==> src/rtl/requant_pack_pkg.sv <==
// Shared widths and the output FIFO entry format for the requantise-and-pack block.
package requant_pack_pkg;

  localparam int ACC_W      = 32;
  localparam int MULT_W     = 16;
  localparam int BYTE_W     = 8;
  localparam int WORD_BYTES = 4;
  localparam int WORD_W     = BYTE_W * WORD_BYTES;
  localparam int PROD_W     = ACC_W + MULT_W + 1;
  localparam int NB_W       = 3;

  typedef struct packed {
    logic [WORD_W-1:0] data;
    logic [NB_W-1:0]   nbytes;
    logic              last;
  } fifo_entry_t;

endpackage

==> src/rtl/requant_fifo.sv <==
// First-word-fall-through FIFO of packed output words; head reads as zero while empty.
module requant_fifo
  import requant_pack_pkg::*;
#(
  parameter  int DEPTH = 16,
  localparam int AW    = $clog2(DEPTH)
) (
  input  logic        clock,
  input  logic        reset,
  input  logic        push,
  input  fifo_entry_t din,
  input  logic        pop,
  output fifo_entry_t dout,
  output logic        empty,
  output logic [AW:0] free
);

  localparam logic [AW:0] DEPTH_V = (AW + 1)'(DEPTH);

  fifo_entry_t mem [DEPTH];
  logic [AW:0] wr_q, wr_d, rd_q, rd_d, count;
  logic        full, do_push, do_pop;

  always_comb begin
    count   = wr_q - rd_q;
    empty   = (count == '0);
    full    = (count == DEPTH_V);
    free    = DEPTH_V - count;
    do_pop  = pop & ~empty;
    do_push = push & (~full | do_pop);
    wr_d    = wr_q + {{AW{1'b0}}, do_push};
    rd_d    = rd_q + {{AW{1'b0}}, do_pop};
    dout    = empty ? '0 : mem[rd_q[AW-1:0]];
  end

  always_ff @(posedge clock or posedge reset) begin
    if (reset) begin
      wr_q <= '0;
      rd_q <= '0;
    end else begin
      wr_q <= wr_d;
      rd_q <= rd_d;
    end
  end

  always_ff @(posedge clock) begin
    if (do_push) mem[wr_q[AW-1:0]] <= din;
  end

endmodule

==> src/rtl/requant_pack.sv <==
// Requantises conv accumulators to bytes (multiply, round-shift, clamp) and packs
// them four to a word into an output FIFO, closing each image with a last word.
module requant_pack
  import requant_pack_pkg::*;
#(
  parameter int FIFO_DEPTH = 16
) (
  input  logic                    clock,
  input  logic                    reset,
  input  logic signed [ACC_W-1:0] result,
  input  logic                    resultValid,
  input  logic                    imageDone,
  output logic                    out_accepting_values,
  input  logic                    cfg_valid,
  input  logic [MULT_W-1:0]       cfg_mult,
  input  logic [4:0]              cfg_shift,
  input  logic [BYTE_W-1:0]       cfg_max,
  input  logic                    out_rd_en,
  output logic [WORD_W-1:0]       out_dout,
  output logic [NB_W-1:0]         out_nbytes,
  output logic                    out_last,
  output logic                    out_empty,
  output logic                    busy,
  output logic                    overflow_err
);

  localparam int          AW       = $clog2(FIFO_DEPTH);
  localparam logic [AW:0] FREE_MIN = (AW + 1)'(3);

  function automatic logic signed [PROD_W-1:0] round_shift(
    input logic signed [PROD_W-1:0] p,
    input logic [4:0]               sh
  );
    logic signed [PROD_W-1:0] bias;
    bias = '0;
    if (sh != 5'd0) bias[sh - 5'd1] = 1'b1;
    return (p + bias) >>> sh;
  endfunction

  function automatic logic [BYTE_W-1:0] clamp_byte(
    input logic signed [PROD_W-1:0] q,
    input logic [BYTE_W-1:0]        mx
  );
    logic signed [PROD_W-1:0] lim;
    lim = $signed({{(PROD_W-BYTE_W){1'b0}}, mx});
    if (q[PROD_W-1])  return '0;
    else if (q > lim) return mx;
    else              return q[BYTE_W-1:0];
  endfunction

  logic [MULT_W-1:0] cfg_mult_q, cfg_mult_d;
  logic [4:0]        cfg_shift_q, cfg_shift_d;
  logic [BYTE_W-1:0] cfg_max_q, cfg_max_d;
  logic              ovf_q, ovf_d;

  logic acc_in, done_in;
  logic vld_p1_q, vld_p1_d, done_p1_q, done_p1_d;
  logic vld_p2_q, vld_p2_d, done_p2_q, done_p2_d;
  logic vld_p3_q, vld_p3_d, done_p3_q, done_p3_d;

  logic signed [PROD_W-1:0] prod_p1_q, prod_p1_d;
  logic signed [PROD_W-1:0] q_p2_q, q_p2_d;
  logic [BYTE_W-1:0]        byte_p3_q, byte_p3_d;
  logic signed [PROD_W-1:0] a_ext, m_ext;

  logic [WORD_BYTES-1:0][BYTE_W-1:0] word_q, word_d;
  logic [NB_W-1:0]                   cnt_q, cnt_d, cnt_n;
  logic                              push;
  fifo_entry_t                       push_entry, head;
  logic                              fifo_empty;
  logic [AW:0]                       fifo_free;

  assign acc_in  = resultValid & out_accepting_values;
  assign done_in = imageDone & out_accepting_values;

  always_comb begin
    cfg_mult_d  = cfg_mult_q;
    cfg_shift_d = cfg_shift_q;
    cfg_max_d   = cfg_max_q;
    if (cfg_valid && !busy) begin
      cfg_mult_d  = cfg_mult;
      cfg_shift_d = cfg_shift;
      cfg_max_d   = cfg_max;
    end
    ovf_d = ovf_q | ((resultValid | imageDone) & ~out_accepting_values);
  end

  // Stage 1: widen and multiply
  always_comb begin
    a_ext     = {{(PROD_W-ACC_W){result[ACC_W-1]}}, result};
    m_ext     = $signed({{(PROD_W-MULT_W){1'b0}}, cfg_mult_q});
    vld_p1_d  = acc_in;
    done_p1_d = done_in;
    prod_p1_d = acc_in ? a_ext * m_ext : prod_p1_q;
  end

  // Stage 2: round-half-up arithmetic shift
  always_comb begin
    vld_p2_d  = vld_p1_q;
    done_p2_d = done_p1_q;
    q_p2_d    = vld_p1_q ? round_shift(prod_p1_q, cfg_shift_q) : q_p2_q;
  end

  // Stage 3: clamp to [0, cfg_max]
  always_comb begin
    vld_p3_d  = vld_p2_q;
    done_p3_d = done_p2_q;
    byte_p3_d = vld_p2_q ? clamp_byte(q_p2_q, cfg_max_q) : byte_p3_q;
  end

  // Packer: a done token closes the word even when it just filled up, so no empty word follows
  always_comb begin
    word_d     = word_q;
    cnt_n      = cnt_q;
    push       = 1'b0;
    push_entry = '0;
    if (vld_p3_q) begin
      word_d[cnt_q[1:0]] = byte_p3_q;
      cnt_n              = cnt_q + 3'd1;
    end
    cnt_d = cnt_n;
    if (done_p3_q || cnt_n == 3'd4) begin
      push  = 1'b1;
      cnt_d = '0;
      for (int i = 0; i < WORD_BYTES; i++)
        push_entry.data[i*BYTE_W +: BYTE_W] = (3'(i) < cnt_n) ? word_d[i] : '0;
      push_entry.nbytes = cnt_n;
      push_entry.last   = done_p3_q;
    end
  end

  always_ff @(posedge clock or posedge reset) begin
    if (reset) begin
      cfg_mult_q  <= MULT_W'(1);
      cfg_shift_q <= '0;
      cfg_max_q   <= '1;
      ovf_q       <= 1'b0;
      vld_p1_q    <= 1'b0;
      done_p1_q   <= 1'b0;
      vld_p2_q    <= 1'b0;
      done_p2_q   <= 1'b0;
      vld_p3_q    <= 1'b0;
      done_p3_q   <= 1'b0;
      cnt_q       <= '0;
    end else begin
      cfg_mult_q  <= cfg_mult_d;
      cfg_shift_q <= cfg_shift_d;
      cfg_max_q   <= cfg_max_d;
      ovf_q       <= ovf_d;
      vld_p1_q    <= vld_p1_d;
      done_p1_q   <= done_p1_d;
      vld_p2_q    <= vld_p2_d;
      done_p2_q   <= done_p2_d;
      vld_p3_q    <= vld_p3_d;
      done_p3_q   <= done_p3_d;
      cnt_q       <= cnt_d;
    end
  end

  always_ff @(posedge clock) begin
    prod_p1_q <= prod_p1_d;
    q_p2_q    <= q_p2_d;
    byte_p3_q <= byte_p3_d;
    word_q    <= word_d;
  end

  requant_fifo #(.DEPTH(FIFO_DEPTH)) u_fifo (
    .clock (clock),
    .reset (reset),
    .push  (push),
    .din   (push_entry),
    .pop   (out_rd_en),
    .dout  (head),
    .empty (fifo_empty),
    .free  (fifo_free)
  );

  assign out_accepting_values = (fifo_free >= FREE_MIN);
  assign out_dout             = head.data;
  assign out_nbytes           = head.nbytes;
  assign out_last             = head.last;
  assign out_empty            = fifo_empty;
  assign overflow_err         = ovf_q;
  assign busy                 = vld_p1_q | done_p1_q | vld_p2_q | done_p2_q |
                                vld_p3_q | done_p3_q | (cnt_q != '0) | ~fifo_empty;

endmodule

==> config.mk <==
export PLATFORM = sky130hd
export DESIGN_NAME = requant_pack
export DESIGN_NICKNAME = d
export VERILOG_FILES = /design/src/rtl/requant_pack_pkg.sv /design/src/rtl/requant_fifo.sv /design/src/rtl/requant_pack.sv
export SDC_FILE = /design/constraint.sdc
export NUM_CORES = 2
export LEC_CHECK = 0
export BUFFER_PORTS_ARGS = -buffer_cell sky130_fd_sc_hd__buf_4
export CAP_MARGIN = 25
export CORE_MARGIN = 3
export CORE_UTILIZATION = 50
export DETAILED_ROUTE_END_ITERATION = 6
export MAX_ROUTING_LAYER = met4
export PLACE_DENSITY_LB_ADDON = 0.25
export SKIP_CTS_REPAIR_TIMING = 1
export SLEW_MARGIN = 20
export SYNTH_ARGS = -nofsm -noshare
export SYNTH_HDL_FRONTEND = slang
export SYNTH_HIERARCHICAL = 1
export SYNTH_SLANG_ARGS = --single-unit
==> constraint.sdc <==
create_clock -name clock -period 7.74 [get_ports clock]
set_input_delay 0.774 -clock clock [delete_from_list [all_inputs] [get_ports clock]]
set_output_delay 0.774 -clock clock [all_outputs]
set_load 0.05 [all_outputs]
Yosys cells after proc, flatten, opt, wreduce, memory -nomap -nowiden

Memories as Yosys holds them, arrays and structs flattened.
Cells that the tools add are included.

Eq/ne operators: 2
Bitwise gates (word level): 18
Shift-type cells: 1
$mul: 1
Reduce and logical (&&, ||, !) cells: 8
Multiplexer cells: 19
Add/subtract/negate cells: 7
Order comparisons: 10

Operators with widths:

| cell                                                | count |
|---|---|
| 2-to-1 mux 36 bit                                   | 2 |
| 2-to-1 mux 32 bit                                   | 2 |
| adder 49 bit                                        | 1 |
| greater-than comparator 49 x 9 -> 1 bit             | 1 |
| multiplier 32 x 17 -> 49 bit                        | 1 |
| >>> shifter 49 x 5 -> 49 bit                        | 1 |
| 2-to-1 mux 8 bit                                    | 6 |
| bitwise mux 32 bit                                  | 1 |
| demux 8 bit (select 2 bit)                          | 1 |
| adder 5 x 1 -> 5 bit                                | 2 |
| OR 1 bit                                            | 10 |
| < comparator 5 x 7 -> 1 bit, second input constant  | 1 |
| < comparator 1 x 3 -> 1 bit, first input constant   | 2 |
| < comparator 2 x 3 -> 1 bit, first input constant   | 2 |
| 2-to-1 mux 3 bit                                    | 2 |
| bitwise AND 1 bit                                   | 5 |
| demux 1 bit (select 5 bit)                          | 1 |
| equality test 5 bit, second input constant          | 1 |
| >= comparator 5 x 1 -> 1 bit, second input constant | 1 |
| >= comparator 5 x 2 -> 1 bit, second input constant | 1 |
| logical NOT 5 bit                                   | 1 |
| nonzero test 5 bit                                  | 1 |
| subtractor 5 x 1 -> 5 bit, second input constant    | 1 |
| subtractor 5 bit                                    | 1 |
| 11 further kinds                                    | 18 |

Logic and storage cells: 87
Flip-flop bits (word level): 187
Input bits: 67
Memories kept: 1
Output and inout bits: 40
Bits in writable memories: 576

Memories:

| name       | words | width | read ports | clocked after Yosys merged registers in | wr ports | RTL line           | text |
|---|---|---|---|---|---|---|---|
| u_fifo.mem | 16    | 36    | 1          | 0                                       | 1        | requant_fifo.sv:20 | `fifo_entry_t mem [DEPTH];` |

Logic depth before layout (Yosys ltp)

Depth after elaboration: 9
Gate-level depth with buffers: 27
Gate-level depth less buffers: 25

By module

The synthesis kept the hierarchy.

By module, submodules not included:

| module       | sequential area each (sq um) | cells each | instances | area each (sq um) |
|---|---|---|---|---|
| requant_pack | 4810.9                       | 3486       | 1         | 31615.3 |
| requant_fifo | 17546.8                      | 1043       | 1         | 22695.5 |

Worst setup path before layout

No wires, ideal clock.

Path type: input to register
From: input port result[22]
To: register prod_p1_q[45], data pin
Path slack: 0.915 ns
Arrival: 6.566 ns
Buffers on the path: 1
Data required time: 7.481 ns
Cell stages on the path: 22
Setup time: 0.259 ns
Cells stage by stage: clkbuf_1 > nand2_1 > fa_1 > fa_1 > fa_1 > inv_1 > fa_1 > fa_1 > inv_1 > fa_1 > inv_1 > ha_1 > a21oi_1 > o21ai_0 > a21o_1 > a221o_1 > a311oi_2 > o211ai_1 > a21o_1 > a221o_1 > a21oi_1 > xnor2_1

Longest elaborated chain between the ends: 1

RTL lines:

| item                         | RTL line            | text |
|---|---|---|
| start, declared              | requant_pack.sv:10  | `input logic signed [ACC_W-1:0] result,` |
| multiplier 32 x 17 -> 49 bit | requant_pack.sv:94  | `prod_p1_d = acc_in ? a_ext * m_ext : prod_p1_q;` |
| end signal, assigned         | requant_pack.sv:161 | `prod_p1_q <= prod_p1_d;` |
| end, declared                | requant_pack.sv:61  | `logic signed [PROD_W-1:0] prod_p1_q, prod_p1_d;` |

No other way between the ends.
A chain may end at the register's enable or synchronous reset.

Final worst setup path

From: register cfg_mult_q[4]
To: register prod_p1_q[44], data pin

Longest elaborated chain between the ends: 1

RTL lines:

| item                         | RTL line            | text |
|---|---|---|
| start, declared              | requant_pack.sv:51  | `logic [MULT_W-1:0] cfg_mult_q, cfg_mult_d;` |
| start signal, assigned       | requant_pack.sv:146 | `cfg_mult_q <= cfg_mult_d;` |
| multiplier 32 x 17 -> 49 bit | requant_pack.sv:94  |  |

No other way between the ends.

==> impl_metrics.env <==
export IMPL_outcome="finished with violations"
export IMPL_violations="design-rule violations"
export IMPL_rsz0062_at_grt="false"
export IMPL_grt_start_max_net_pins=134
export IMPL_worstReg2RegStart="cfg_mult_q[4]"
export IMPL_cp_startpoint="cfg_mult_q[4]"
export IMPL_synth_xor_area_share_pct=1.78
export IMPL_grt_ovfl_total=0
export IMPL_power_density_mw_per_mm2=404
export IMPL_fmax_mhz=136
export IMPL_final_cell_count_no_fill=6025
export IMPL_clock_latency_ns=0.67
export IMPL_antenna_found_initial=1
export IMPL_cp_slowest_cell="dfrtp_1"
export IMPL_ir_drop_uv=350
export IMPL_hpwlAfterDp_um=96100
export IMPL_worst_slew_pin_slew_ns=1.06
export IMPL_synthMuxAreaShare_pct=10.6
export IMPL_start_util_pct=50.5
export IMPL_wl_per_cell_um=23.0
export IMPL_endpoint_kind="flop"
export IMPL_cts_buffers_inserted=80
export IMPL_arrival_ns=7.78
export IMPL_cp_top_family="adder cells"
export IMPL_place_port_buffers=106
export IMPL_coreArea_mm2=0.108
export IMPL_fp_dieH_um=336
export IMPL_num_rows=120
export IMPL_timing_critical_path_buf_inv=4
export IMPL_setup_viol_count_final=0
export IMPL_drive_gt1_share_pct=15.4
export IMPL_cts_buffer_depth=3
export IMPL_tritoncts="done"
export IMPL_drc=1
export IMPL_critPathRequiredTime_ns=8.14
export IMPL_synth_seq_area_share_pct=41.2
export IMPL_use_met1_pct=36.3
export IMPL_yosys_area_share_adder_pct=22.1
export IMPL_top_usage_layer="met2"
export IMPL_dr_first_iter_drc_count=3056
export IMPL_maxCapViolCount=0
export IMPL_clk_pin_slew_ns=0.06
export IMPL_hold_violations=0
export IMPL_ys_warn_count=6
export IMPL_synth_area_per_cell_um2=12.0
export IMPL_grt_pass1_wl_um=215000
export IMPL_htreeDepth=3
export IMPL_track_usage_pct=25.6
export IMPL_worstPathCellList="buf_4 > nand2_1 > fa_1 > fa_1 > fa_1 > inv_1 > fa_1 > fa_1 > inv_1 > fa_1 > inv_1 > ha_1 > a21o_1 > a21o_1 > a21oi_1 > nor3b_1 > o211ai_1 > a211oi_1 > o31ai_1 > a31oi_1 > o21ai_0 > xor2_1"
export IMPL_synth_edf_count=682
export IMPL_clkSinkCount=763
export IMPL_placed_cells=5870
export IMPL_use_met3_pct=3.86
export IMPL_routed_wl_um=138000
export IMPL_hp_class="input port to asynchronous set/reset pin"
export IMPL_yosysMostFrequentCell="edfxtp_1"
export IMPL_critPathLaunchType="flop"
export IMPL_yosysTopAreaCellShare_pct=37.7
export IMPL_async_flop_share_pct=6.42
export IMPL_dr_pass1_iters=7
export IMPL_ios=107
export IMPL_synth_nets=5259
export IMPL_ys_ff_latch=763
export IMPL_final_max_slew_violation_count=0
export IMPL_routabilityCongestion=0.946
export IMPL_use_met2_pct=38.9
export IMPL_cp_common_cell="fa_1"
export IMPL_tns_ns=0
export IMPL_synth_cell_types=105
export IMPL_maxSlewHeadroom_pct=29.1
export IMPL_syn_area_mm2=0.0543
export IMPL_synthToLayoutAreaGrowth_pct=9.14
export IMPL_power_leakage_nw=23.8
export IMPL_period_share_pct=95.3
export IMPL_critPathMaxStageDelay_ns=0.96
export IMPL_crit_fanout=21
export IMPL_first_global_vias=36000
export IMPL_synth_main_ff_cell="edfxtp_1"
export IMPL_worstSetupPathType="flop to flop"
export IMPL_yosysTopAreaCell="edfxtp_1"
export IMPL_synthTopCellsByArea="edfxtp_1 (38%), fa_1 (18%), mux4_2 (5.1%)"
export IMPL_period_minus_slack_ns=7.38
export IMPL_vias=35500
export IMPL_netlist_instances=4529
export IMPL_clockRootBuffer="clkbuf_16"
export IMPL_fin_nets=5286
export IMPL_synth_top_family_by_area="adder cells"
export IMPL_die_w_um=336
export IMPL_clock_skew_ns=0.0445
export IMPL_vias_per_cell=5.89
export IMPL_ant_nets=0
export IMPL_synth_common_cells="edfxtp_1 (682), inv_1 (630), fa_1 (491), nand2_1 (420), and2_1 (256)"
export IMPL_synth_compound_area_share_pct=7.69
export IMPL_die_area_mm2=0.113
export IMPL_synth_simple_gate_area_share_pct=10.4
path summary, 6_finish.rpt:
check                      depth (start not counted)  slack (ns)             end
setup reg to reg                                  22        0.36   prod_p1_q[44]
hold / removal                                     2        0.15  u_fifo/rd_q[3]
min in group clock                                 2        0.34   cfg_mult_q[1]
max in group asynchronous                          3        6.72        vld_p1_q
setup / recovery                                  22        0.36   prod_p1_q[44]
hold reg to reg                                    0        0.41       done_p3_q
where the power goes:
group | internal, mW | switching (mW) | total (mW)
logic | 5.36 | 8.19 | 13.6
registers | 6.03 | 0.568 | 6.60
clock network | 2.14 | 1.66 | 3.80
total | 13.5 | 10.4 | 23.9
through the flow:
stage,setup WS (ns),hold slack [ns],power [mW],area [um2],util [%]
2_1_floorplan,0.915,0.355,16.4,54300,-
3_3_place_gp,0.446,0.360,20.0,56500,52.6
3_5_place_dp,0.333,0.387,20.2,56600,52.6
4_1_cts,0.303,0.137,24.0,59200,55.0
5_1_grt,0.0638,0.164,25.6,59300,55.1
6_report,0.364,0.153,23.9,59300,55.1
cells by family after synthesis:
| kind of cell | after synthesis |
|---|---|
| and+or+nand+nor | 1144 |
| buffers and inverters | 874 |
| DFF | 763 |
| adders and majority gates | 663 |
| AOI/OAI and AO/OA | 593 |
| muxes | 383 |
| xor gates and xnor gates | 108 |
| other | 1 |
registers in the layout, summed over array words and instances, names as in the netlist:
| signal | count |
|---|---|
| byte_p3_q | 8 |
| cfg_max_q | 8 |
| cfg_mult_q | 16 |
| cfg_shift_q | 5 |
| cnt_q | 3 |
| done_p1_q | 1 |
| done_p2_q | 1 |
| done_p3_q | 1 |
| overflow_err | 1 |
| prod_p1_q | 49 |
| q_p2_q | 49 |
| u_fifo/mem | 576 |
| u_fifo/rd_q | 5 |
| u_fifo/wr_q | 5 |
| vld_p1_q | 1 |
| vld_p2_q | 1 |
| vld_p3_q | 1 |
| word_q | 32 |
per-layer routing:
layer | vias up | routed length (um)
li1 | 15800 | -
met4 | 0 | 3830
met2 | 1460 | 63500
met1 | 18000 | 60100
met3 | 225 | 11000
met5 | - | 0
area by class of cell:
class	count	area [um2]
antenna	1	2.50
clock buffer	95	2070
clock inverter	52	532
fill	8997	48200
inverter	632	2370
multi-input combinational	2892	28700
sequential	763	22400
tap	1403	1760
timing repair buffer	187	1490
worst register-to-register path: stages (launching register included):
cell,delay (ns)
dfrtp_1,0.96
buf_4,0.33
nand2_1,0.08
fa_1,0.47
fa_1,0.51
fa_1,0.54
inv_1,0.06
fa_1,0.48
fa_1,0.49
inv_1,0.05
fa_1,0.47
inv_1,0.04
ha_1,0.35
a21o_1,0.18
a21o_1,0.17
a21oi_1,0.19
nor3b_1,0.26
o211ai_1,0.17
a211oi_1,0.46
o31ai_1,0.17
a31oi_1,0.35
o21ai_0,0.16
xor2_1,0.16
placed cells by master (no fill, tap or decap), types with 80 or more instances in the layout:
cell / instances
and2_1: 256
nor2_1: 144
inv_1: 628
a21oi_1: 118
nand2_1: 419
clkbuf_16: 80
buf_4: 179
ha_1: 171
edfxtp_1: 682
fa_1: 491
o22ai_1: 80
mux2_2: 187
mux4_2: 123
No activity file was read; power rests on OpenSTA's default activity.
